<file path="src/rtl/alu_defs.sv">
// ALU opcode encoding shared by the ALU and its clients.
package alu_defs;

  localparam logic [2:0] ADD  = 3'd0;
  localparam logic [2:0] SUB  = 3'd1;
  localparam logic [2:0] AND_ = 3'd2;
  localparam logic [2:0] OR_  = 3'd3;
  localparam logic [2:0] XOR_ = 3'd4;
  localparam logic [2:0] NOT_ = 3'd5;
  localparam logic [2:0] SHL  = 3'd6;
  localparam logic [2:0] SHR  = 3'd7;

endpackage

</file>
<file path="src/rtl/alu_arbiter.sv">
// Two-requester round-robin front end for a single shared N-bit ALU.
// One operation in flight: IDLE accepts, EXEC computes, RESP holds the result
// until the owning requester takes it.
module alu_arbiter #(
  parameter int unsigned N = 4
) (
  input  logic         clk_i,
  input  logic         rst_n_i,
  input  logic [1:0]   req_valid_i,
  output logic [1:0]   req_ready_o,
  input  logic [N-1:0] req0_a_i,
  input  logic [N-1:0] req0_b_i,
  input  logic [2:0]   req0_op_i,
  input  logic [N-1:0] req1_a_i,
  input  logic [N-1:0] req1_b_i,
  input  logic [2:0]   req1_op_i,
  output logic [1:0]   rsp_valid_o,
  input  logic [1:0]   rsp_ready_i,
  output logic [N-1:0] rsp_result_o,
  output logic [3:0]   rsp_flags_o,
  output logic         rsp_owner_o,
  output logic         busy_o
);

  import alu_defs::*;

  localparam int unsigned W = N + 1;

  localparam logic [1:0] S_IDLE = 2'd0;
  localparam logic [1:0] S_EXEC = 2'd1;
  localparam logic [1:0] S_RESP = 2'd2;

  logic [1:0]   state_q;
  logic [1:0]   state_d;
  logic         ptr_q;
  logic         owner_q;
  logic [N-1:0] a_q;
  logic [N-1:0] b_q;
  logic [2:0]   op_q;
  logic [N-1:0] result_q;
  logic [3:0]   flags_q;
  logic [1:0]   rsp_valid_q;
  logic         busy_q;

  logic         any_valid_c;
  logic         grant_c;
  logic         req_fire_c;
  logic         rsp_fire_c;
  logic [N-1:0] b_eff_c;
  logic [W-1:0] sum_c;
  logic         carry_c;
  logic         ovf_c;
  logic [N-1:0] alu_result_c;
  logic [3:0]   alu_flags_c;

  // Round-robin grant: a lone requester wins outright, a tie goes to ptr.
  always_comb begin
    any_valid_c = |req_valid_i;
    grant_c     = (req_valid_i == 2'b11) ? ptr_q : req_valid_i[1];
  end

  // In IDLE the granted requester always has valid high, so grant implies handshake.
  assign req_fire_c  = (state_q == S_IDLE) && any_valid_c;
  assign rsp_fire_c  = (state_q == S_RESP) && rsp_ready_i[owner_q];
  assign req_ready_o = (req_fire_c && rst_n_i) ? (2'b01 << grant_c) : 2'b00;

  // Next-state logic.
  always_comb begin
    state_d = state_q;
    case (state_q)
      S_IDLE:  if (req_fire_c) state_d = S_EXEC;
      S_EXEC:  state_d = S_RESP;
      S_RESP:  if (rsp_fire_c) state_d = S_IDLE;
      default: state_d = S_IDLE;
    endcase
  end

  // Shared ALU, driven from the latched operands; SUB reuses the adder as a + ~b + 1.
  always_comb begin
    b_eff_c      = (op_q == SUB) ? ~b_q : b_q;
    sum_c        = {1'b0, a_q} + {1'b0, b_eff_c} + W'(op_q == SUB);
    alu_result_c = '0;
    carry_c      = 1'b0;
    ovf_c        = 1'b0;
    case (op_q)
      ADD, SUB: begin
        alu_result_c = sum_c[N-1:0];
        carry_c      = sum_c[N];
        ovf_c        = (a_q[N-1] == b_eff_c[N-1]) && (sum_c[N-1] != a_q[N-1]);
      end
      AND_:    alu_result_c = a_q & b_q;
      OR_:     alu_result_c = a_q | b_q;
      XOR_:    alu_result_c = a_q ^ b_q;
      NOT_:    alu_result_c = ~a_q;
      SHL:     alu_result_c = a_q << 1;
      SHR:     alu_result_c = a_q >> 1;
      default: alu_result_c = '0;
    endcase
    alu_flags_c = {alu_result_c[N-1], (alu_result_c == '0), carry_c, ovf_c};
  end

  // State register.
  always_ff @(posedge clk_i or negedge rst_n_i) begin
    if (!rst_n_i) state_q <= S_IDLE;
    else          state_q <= state_d;
  end

  // Operand capture, response registers and round-robin pointer.
  always_ff @(posedge clk_i or negedge rst_n_i) begin
    if (!rst_n_i) begin
      ptr_q       <= 1'b0;
      owner_q     <= 1'b0;
      a_q         <= '0;
      b_q         <= '0;
      op_q        <= '0;
      result_q    <= '0;
      flags_q     <= '0;
      rsp_valid_q <= '0;
      busy_q      <= 1'b0;
    end else begin
      if (req_fire_c) begin
        owner_q <= grant_c;
        a_q     <= grant_c ? req1_a_i  : req0_a_i;
        b_q     <= grant_c ? req1_b_i  : req0_b_i;
        op_q    <= grant_c ? req1_op_i : req0_op_i;
      end
      if (state_q == S_EXEC) begin
        result_q    <= alu_result_c;
        flags_q     <= alu_flags_c;
        rsp_valid_q <= 2'b01 << owner_q;
      end
      if (rsp_fire_c) begin
        rsp_valid_q <= '0;
        ptr_q       <= ~owner_q;
      end
      busy_q <= (state_d != S_IDLE);
    end
  end

  assign rsp_valid_o  = rsp_valid_q;
  assign rsp_result_o = result_q;
  assign rsp_flags_o  = flags_q;
  assign rsp_owner_o  = owner_q;
  assign busy_o       = busy_q;

endmodule

</file>
<file path="config.mk">
export PLATFORM = sky130hd
export DESIGN_NAME = alu_arbiter
export DESIGN_NICKNAME = d
export VERILOG_FILES = /design/src/rtl/alu_defs.sv /design/src/rtl/alu_arbiter.sv
export SDC_FILE = /design/constraint.sdc
export NUM_CORES = 1
export LEC_CHECK = 0
export ABC_AREA = 1
export ABC_CLOCK_PERIOD_IN_PS = 2360
export CAP_MARGIN = 20
export CORE_UTILIZATION = 30
export CTS_CLUSTER_DIAMETER = 150
export DETAILED_ROUTE_END_ITERATION = 8
export PLACE_DENSITY_LB_ADDON = 0.15
export SYNTH_ARGS = -nofsm -noshare
export SYNTH_HDL_FRONTEND = slang
export SYNTH_SLANG_ARGS = --single-unit
</file>
<file path="constraint.sdc">
create_clock -name clk_i -period 2.36 [get_ports clk_i]
set_input_delay 0.236 -clock clk_i [delete_from_list [all_inputs] [get_ports clk_i]]
set_output_delay 0.236 -clock clk_i [all_outputs]
set_load 0.01 [all_outputs]
</file>
* Word-level counts from Yosys, hierarchy flattened
Index checks and enable logic that the tools add are counted.
Cells by class: add/subtract/negate cells 2, $lt $le $gt $ge 1, eq/ne operators 12, shift operators 2, multiplexer cells 16, bitwise operators 6, reduce and logical (&&, ||, !) cells 11
Operators by type and width (number):
- 4-bit case mux with 7 select lines | 1
- 3-bit == test, second input constant | 4
- 4-bit 2-to-1 mux | 3
- 2-bit 2-to-1 mux | 5
- 4-bit inverter | 2
- 3-bit by 2-bit == test with 1-bit output, second input constant | 2
- 2-bit case mux with 3 select lines | 1
- 4-bit by 4-bit adder with 5-bit output | 1
- 5-bit by 1-bit adder with 5-bit output | 1
- 1-bit 2-to-1 mux | 5
- 4-bit AND | 1
- 2-bit == test, second input constant | 2
- 1-bit logical AND | 4
- 4-bit logical NOT | 1
- 4-bit bitwise OR | 1
- 2-bit nonzero test | 2
- 2-bit OR reduction | 2
- 1-bit by 1-bit << shifter with 2-bit output, first input constant | 2
- 4-bit bitwise XOR | 1
- 3-bit by 1-bit == test with 1-bit output, second input constant | 1
- 3-bit logical NOT | 1
- 3-bit 2-to-1 mux | 1
- 2-bit by 1-bit == test with 1-bit output, second input constant | 1
- 2-bit logical NOT | 1
- 4 further kinds | 4
Storage, ports and cells: register bits 26, bits of input ports 28, output and inout port bits 14, logic and storage cells 60

* Depth between registers and ports, before layout
Gate-level depths: netlist (run 1).
depth in word-level cells 7, gate-level depth with buffers 14, gate-level depth less buffers 14

* Worst setup path after synthesis (run 1)
OpenSTA, ideal clock, no wires.
path type reg2reg, start register op_q[1], end register flags_q[2], in the netlist rsp_flags_o[2], setup time 0.116 ns, data arrival time 1.711 ns, required time 2.244 ns, path slack 0.532 ns, stages on the path, launching flop included 15, path buffers 0, clock period less this slack 1.828 ns, path through dfrtp_1 > nor2_2 > nand2_2 > xor2_1 > inv_1 > ha_1 > nand2_1 > inv_1 > nand3_2 > nand2_2 > nand2_1 > nand3_1 > nand2_1 > nand2_1 > nand2_1
Between the ends: word-level cells in the longest chain between the ends 6, elaborated cells between the ends (all ways) 14, those cells by class add/sub: 2; eq/ne: 7; mux: 2; reduce/logical: 3
Ends and longest elaborated chain:
- from (decl) | line alu_arbiter.sv:39 | logic [2:0] op_q;
- from (signal assigned) | line alu_arbiter.sv:125 | op_q <= grant_c ? req1_op_i : req0_op_i;
- 3-bit by 1-bit == test with 1-bit output | line alu_arbiter.sv:80, alu_arbiter.sv:81, alu_arbiter.sv:85
- 4-bit 2-to-1 mux | line alu_arbiter.sv:80 | b_eff_c = (op_q == SUB) ? ~b_q : b_q;
- 4-bit by 4-bit adder with 5-bit output | line alu_arbiter.sv:81 | sum_c = {1'b0, a_q} + {1'b0, b_eff_c} + W'(op_q == SUB);
- 5-bit by 1-bit adder with 5-bit output | line alu_arbiter.sv:81
- 4-bit case mux with 7 select lines (*) | line alu_arbiter.sv:85 | case (op_q)
- 4-bit logical NOT (*) | line alu_arbiter.sv:99 | alu_flags_c = {alu_result_c[N-1], (alu_result_c == '0), carry_c, ovf_c};
- to (signal assigned) | line alu_arbiter.sv:129 | flags_q <= alu_flags_c;
- to (decl) | line alu_arbiter.sv:41 | logic [3:0] flags_q;
Every way passes the cells marked *; elsewhere a longest branch is shown, timed or not. A chain may end at the register's enable or synchronous reset.

* Worst setup path in the final report (run 1)
start register state_q[1], end output port req_ready_o[0]
Between the ends: word-level cells in the longest chain between the ends 4
Ends and longest elaborated chain:
- from (decl) | line alu_arbiter.sv:33 | logic [1:0] state_q;
- from (signal assigned) | line alu_arbiter.sv:105 | else state_q <= state_d;
- 2-bit logical NOT | line alu_arbiter.sv:63 | assign req_fire_c = (state_q == S_IDLE) && any_valid_c;
- 1-bit logical AND | line alu_arbiter.sv:63
- 1-bit logical AND | line alu_arbiter.sv:65 | assign req_ready_o = (req_fire_c && rst_n_i) ? (2'b01 << grant_c) : 2'b00;
- 2-bit 2-to-1 mux | line alu_arbiter.sv:65
- to (decl) | line alu_arbiter.sv:10 | output logic [1:0] req_ready_o,
Every way passes these cells.

==> summary.md, run 1 <==
| Metric | Value |
|---|---|
| CP max stage cell | `clkdlybuf4s50_1` |
| Postcts setup bufs | `0` |
| Data required, critical path | `2.12 ns` |
| Total nets after synthesis | `between 200 and 300` |
| PortBufs | `41` |
| First-pass iteration count of the detailed router | `4` |
| Hold slack | `0.4874 ns` |
| Unrepaired setup endpoints after global routing | `false` |
| Max_slew headroom | `73.64%` |
| Total GRT Usage | `between 10% and 20%` |
| Syn avg cell area | `7.973 um2` |
| Reg-to-reg endpoint | `rsp_flags_o[2]$_DFFE_PN0P_` |
| Clock share of power | `9.2%` |
| Critical path endpoint category | `output pin` |
| Net Sw Frac | `48.41%` |
| Leak | `1.035 nW` |
| Ys async rst share | `100.0%` |
| IO Count | `42` |
| H-tree levels | `1` |
| Endpoints failing setup | `0` |
| Cell Pwr Density | `~1300 nW/um2` |
| Fin. Hold Viols | `0` |
| Critical R2R Launch | `op_q[1]$_DFFE_PN0P_` |
| Min Clock Period, post-route | `2.053 ns` |
| Initial Utilization | `32.08%` |
| Internal power | `1.521 mW` |
| Layout cells sized above 1 | `11.42%` |
| CP cell instances | `nor2_1 > o21ai_2 > nor3_1 > clkdlybuf4s50_1` |
| Die area | `5939 um2` |
| Max Cap Viol | `0` |
| CTS Buffer Depth | `2` |
| Period utilisation layout | `86.98%` |
| Clock sink count | `25` |
| Comb pwr share | `between 60 and 70%` |
| Synth Flop Type | `dfrtp_1` |
| HPWL Detailed | `3.245 mm` |
| End of the critical path | `req_ready_o[0]` |
| Vias | `1501` |
| Ys Warns | `0` |
| Root buf cell | `clkbuf_8` |
| Clock latency on the worst-skew pair | `0.27 ns` |
| First-pass GRT wire length | `7.265 mm` |
| Setup CP Type | `reg -> out` |
| DRC Markers | `0` |
| # rows | `26` |
| Placeable core region | `5270 um2` |
| Routed wire length | `4.073 mm` |
| Cts hold-fix bufs | `0` |
| Fillers | `549` |
| Syn Inst Count | `212` |
| ANT cells | `0` |
| Worst Skew | `about 0.011 ns` |
| Status | `completed` |
| Seq pwr share | `27.2%` |
| Worst R2R Setup Slack | `about 0.33 ns` |
| Top-area cell type share of the netlist area | `37.01%` |
| Post-DR vias/cell | `approximately 4.6` |
| Synth cell count leaders | `nand2_1 (39), dfrtp_1 (25), inv_1 (21), nor2_1 (21), o21ai_0 (19)` |
| Worst reg2reg path depth | `11` |
| WL/cell | `roughly 13 um` |
| Final GP Congestion | `0.8439` |
| Largest net degree at the start of global routing | `26` |
| Reg clk slew, reported paths | `0.10 ns` |
| Post-synth top area cell | `dfrtp_1` |
| Total CTS buffers | `3` |
| Worst VDD drop | `0.4385 mV` |
| Final nets | `~300` |
| Initial antenna violation count | `0` |
| Largest cells by area after synthesis | `dfrtp_1 (37%), ha_1 (8.9%), nand2_1 (8.7%), o21ai_0 (5.6%), inv_1 (4.7%)` |
| Vias in the first global route | `roughly 1500` |
| CTS tree | `built` |
| Die span in x | `77.07 um` |
| Chip Height | `77.07 um` |
| CP arrival | `1.82 ns` |
| Global route total overflow | `0` |
| Critical Path Max Stage Delay | `0.56 ns` |
| PostCTS Resize Cnt | `0` |
| Hold crit path type | `in -> async` |
| Measured slew at the worst slew-check pin | `0.3950 ns` |
| Setup_tns | `0 ns` |
| Seq cells post-synth | `25` |
| Worst setup SP type | `flop` |
| Top-count cell post-synth | `nand2_1` |
| Critical Path Fanout Max | `4` |
| Final ANT Viol Nets | `0` |
| Number of synthesized flops with an enable pin | `0` |
| Max frequency | `487.1 MHz` |
| Synthesized area | `roughly 1700 um2` |
| CP startpoint | `state_q[1]$_DFF_PN0_` |
| NetSw | `1.427 mW` |
| Slew Limit Fails | `0` |
| Area Growth Syn to Fin | `31.01%` |
| Seq/Total Area, Yosys | `37.01%` |
| Synth cell types | `31` |
| Initial drt markers | `59` |
-- sequential cells by signal, indices dropped and copies added, names as in the netlist --
signal        flops
a_q               4
b_q               4
busy_o            1
op_q              3
ptr_q             1
rsp_flags_o       3
rsp_owner_o       1
rsp_result_o      4
rsp_valid_o       2
state_q           2
-- layout make-up --
type / instances / area [um2] / share of cell area, %
clock inverters: 1 / 7.507 / 0.3390
repair buffers: 47 / 455.4 / 20.57
clock buffers: 3 / 41.29 / 1.864
inverters: 23 / 88.84 / 4.011
flip-flops and latches: 25 / 625.6 / 28.25
well taps: 70 / 87.58 / 3.955
multi-input cells: 155 / 908.4 / 41.02
-- layer usage --
layer / up-vias / global-route usage, % / share of wire [%]
met2: 29 / 23.84 / 44
met4: 0 / 3.585 / 0.93
met1: 681 / 22.09 / 52
li1: 789 / - / -
met3: 2 / 2.262 / 2.7
met5: - / 0 / 0
-- cells by family after synthesis --
| kind of cell | Yosys count | share of synthesized area (%) |
|---|---|---|
| AOI/OAI and AO/OA | 41 | 13.69 |
| xor gates and xnor gates | 4 | 2.072 |
| adders and majority gates | 13 | 10.07 |
| buffers and inverters | 32 | 9.252 |
| DFF | 25 | 37.01 |
| and+or+nand+nor | 97 | 27.91 |
-- power groups by stage --
stage                     Sequential, mW  Clock [mW]  Combinational, mW
after floorplan                    0.815           0               1.34
after global routing               0.841       0.297               2.14
after global placement             0.816           0               1.88
after CTS                          0.806       0.277               1.89
after detailed placement           0.814           0               1.88
final                              0.803       0.270               1.87
-- cells in the final DEF, fill, tap and decap left out, drive strengths merged --
cell type       n
a21oi           7
xor2            4
dfrtp          25
o2111ai         1
o21ai          20
clkbuf          3
or2             1
nand4           6
clkinvlp        1
nand3          14
buf             6
nor3            5
fa              1
inv            23
clkdlybuf4s50  41
ha             12
nor2           26
a21o            1
o22ai          11
o31ai           1
nand2          45
-- per-stage QoR --
stage               setup WS, ns  util [%]  area [um2]  cells  total power [mW]
floorplan                 0.5322         -        1690    212             2.157
global placement          0.4134     41.10        2166    320             2.695
detailed placement        0.3360     41.10        2166    320             2.699
CTS                       0.2783     42.02        2215    324             2.976
global route              0.1550     42.02        2215    324             3.282
finish                    0.3072     42.02        2215    324             2.948
-- worst min path at each step --
stage / from / endpoint / slack [ns] / cells past startpoint
after floorplan: rst_n_i / a_q[0]$_DFFE_PN0P_ / -0.06 / 0
after global placement: rsp_result_o[1]$_DFFE_PN0P_ / rsp_result_o[1]$_DFFE_PN0P_ / 0.47 / 2
after detailed placement: rsp_result_o[1]$_DFFE_PN0P_ / rsp_result_o[1]$_DFFE_PN0P_ / 0.47 / 2
after CTS: rsp_result_o[1]$_DFFE_PN0P_ / rsp_result_o[1]$_DFFE_PN0P_ / 0.50 / 2
after global routing: rst_n_i / rsp_result_o[3]$_DFFE_PN0P_ / 0.52 / 2
final: rst_n_i / rsp_flags_o[2]$_DFFE_PN0P_ / 0.49 / 2
-- critical path, delay by kind of cell (launching register included) --
family / cells / cell delay (ns)
AOI/OAI and AO/OA: 1 / 0.11
buffers and inverters: 1 / 0.56
DFF: 1 / 0.48
and+or+nand+nor: 2 / 0.39
Power figures use the tool's default switching activity.
==> run 2, diff against run 1 <==
HOLD_SLACK_MARGIN = 0.12   (was unset)
SLEW_MARGIN = 20   (was unset)
==> results of run 2 <==
Same layout as run 1: the final DEF is identical, and so are final timing and power.
==> run 3, diff against run 2 <==
SKIP_LAST_GASP = 1   (was unset)
==> results of run 3 <==
Same layout as run 1: the final DEF is identical, and so are final timing and power.
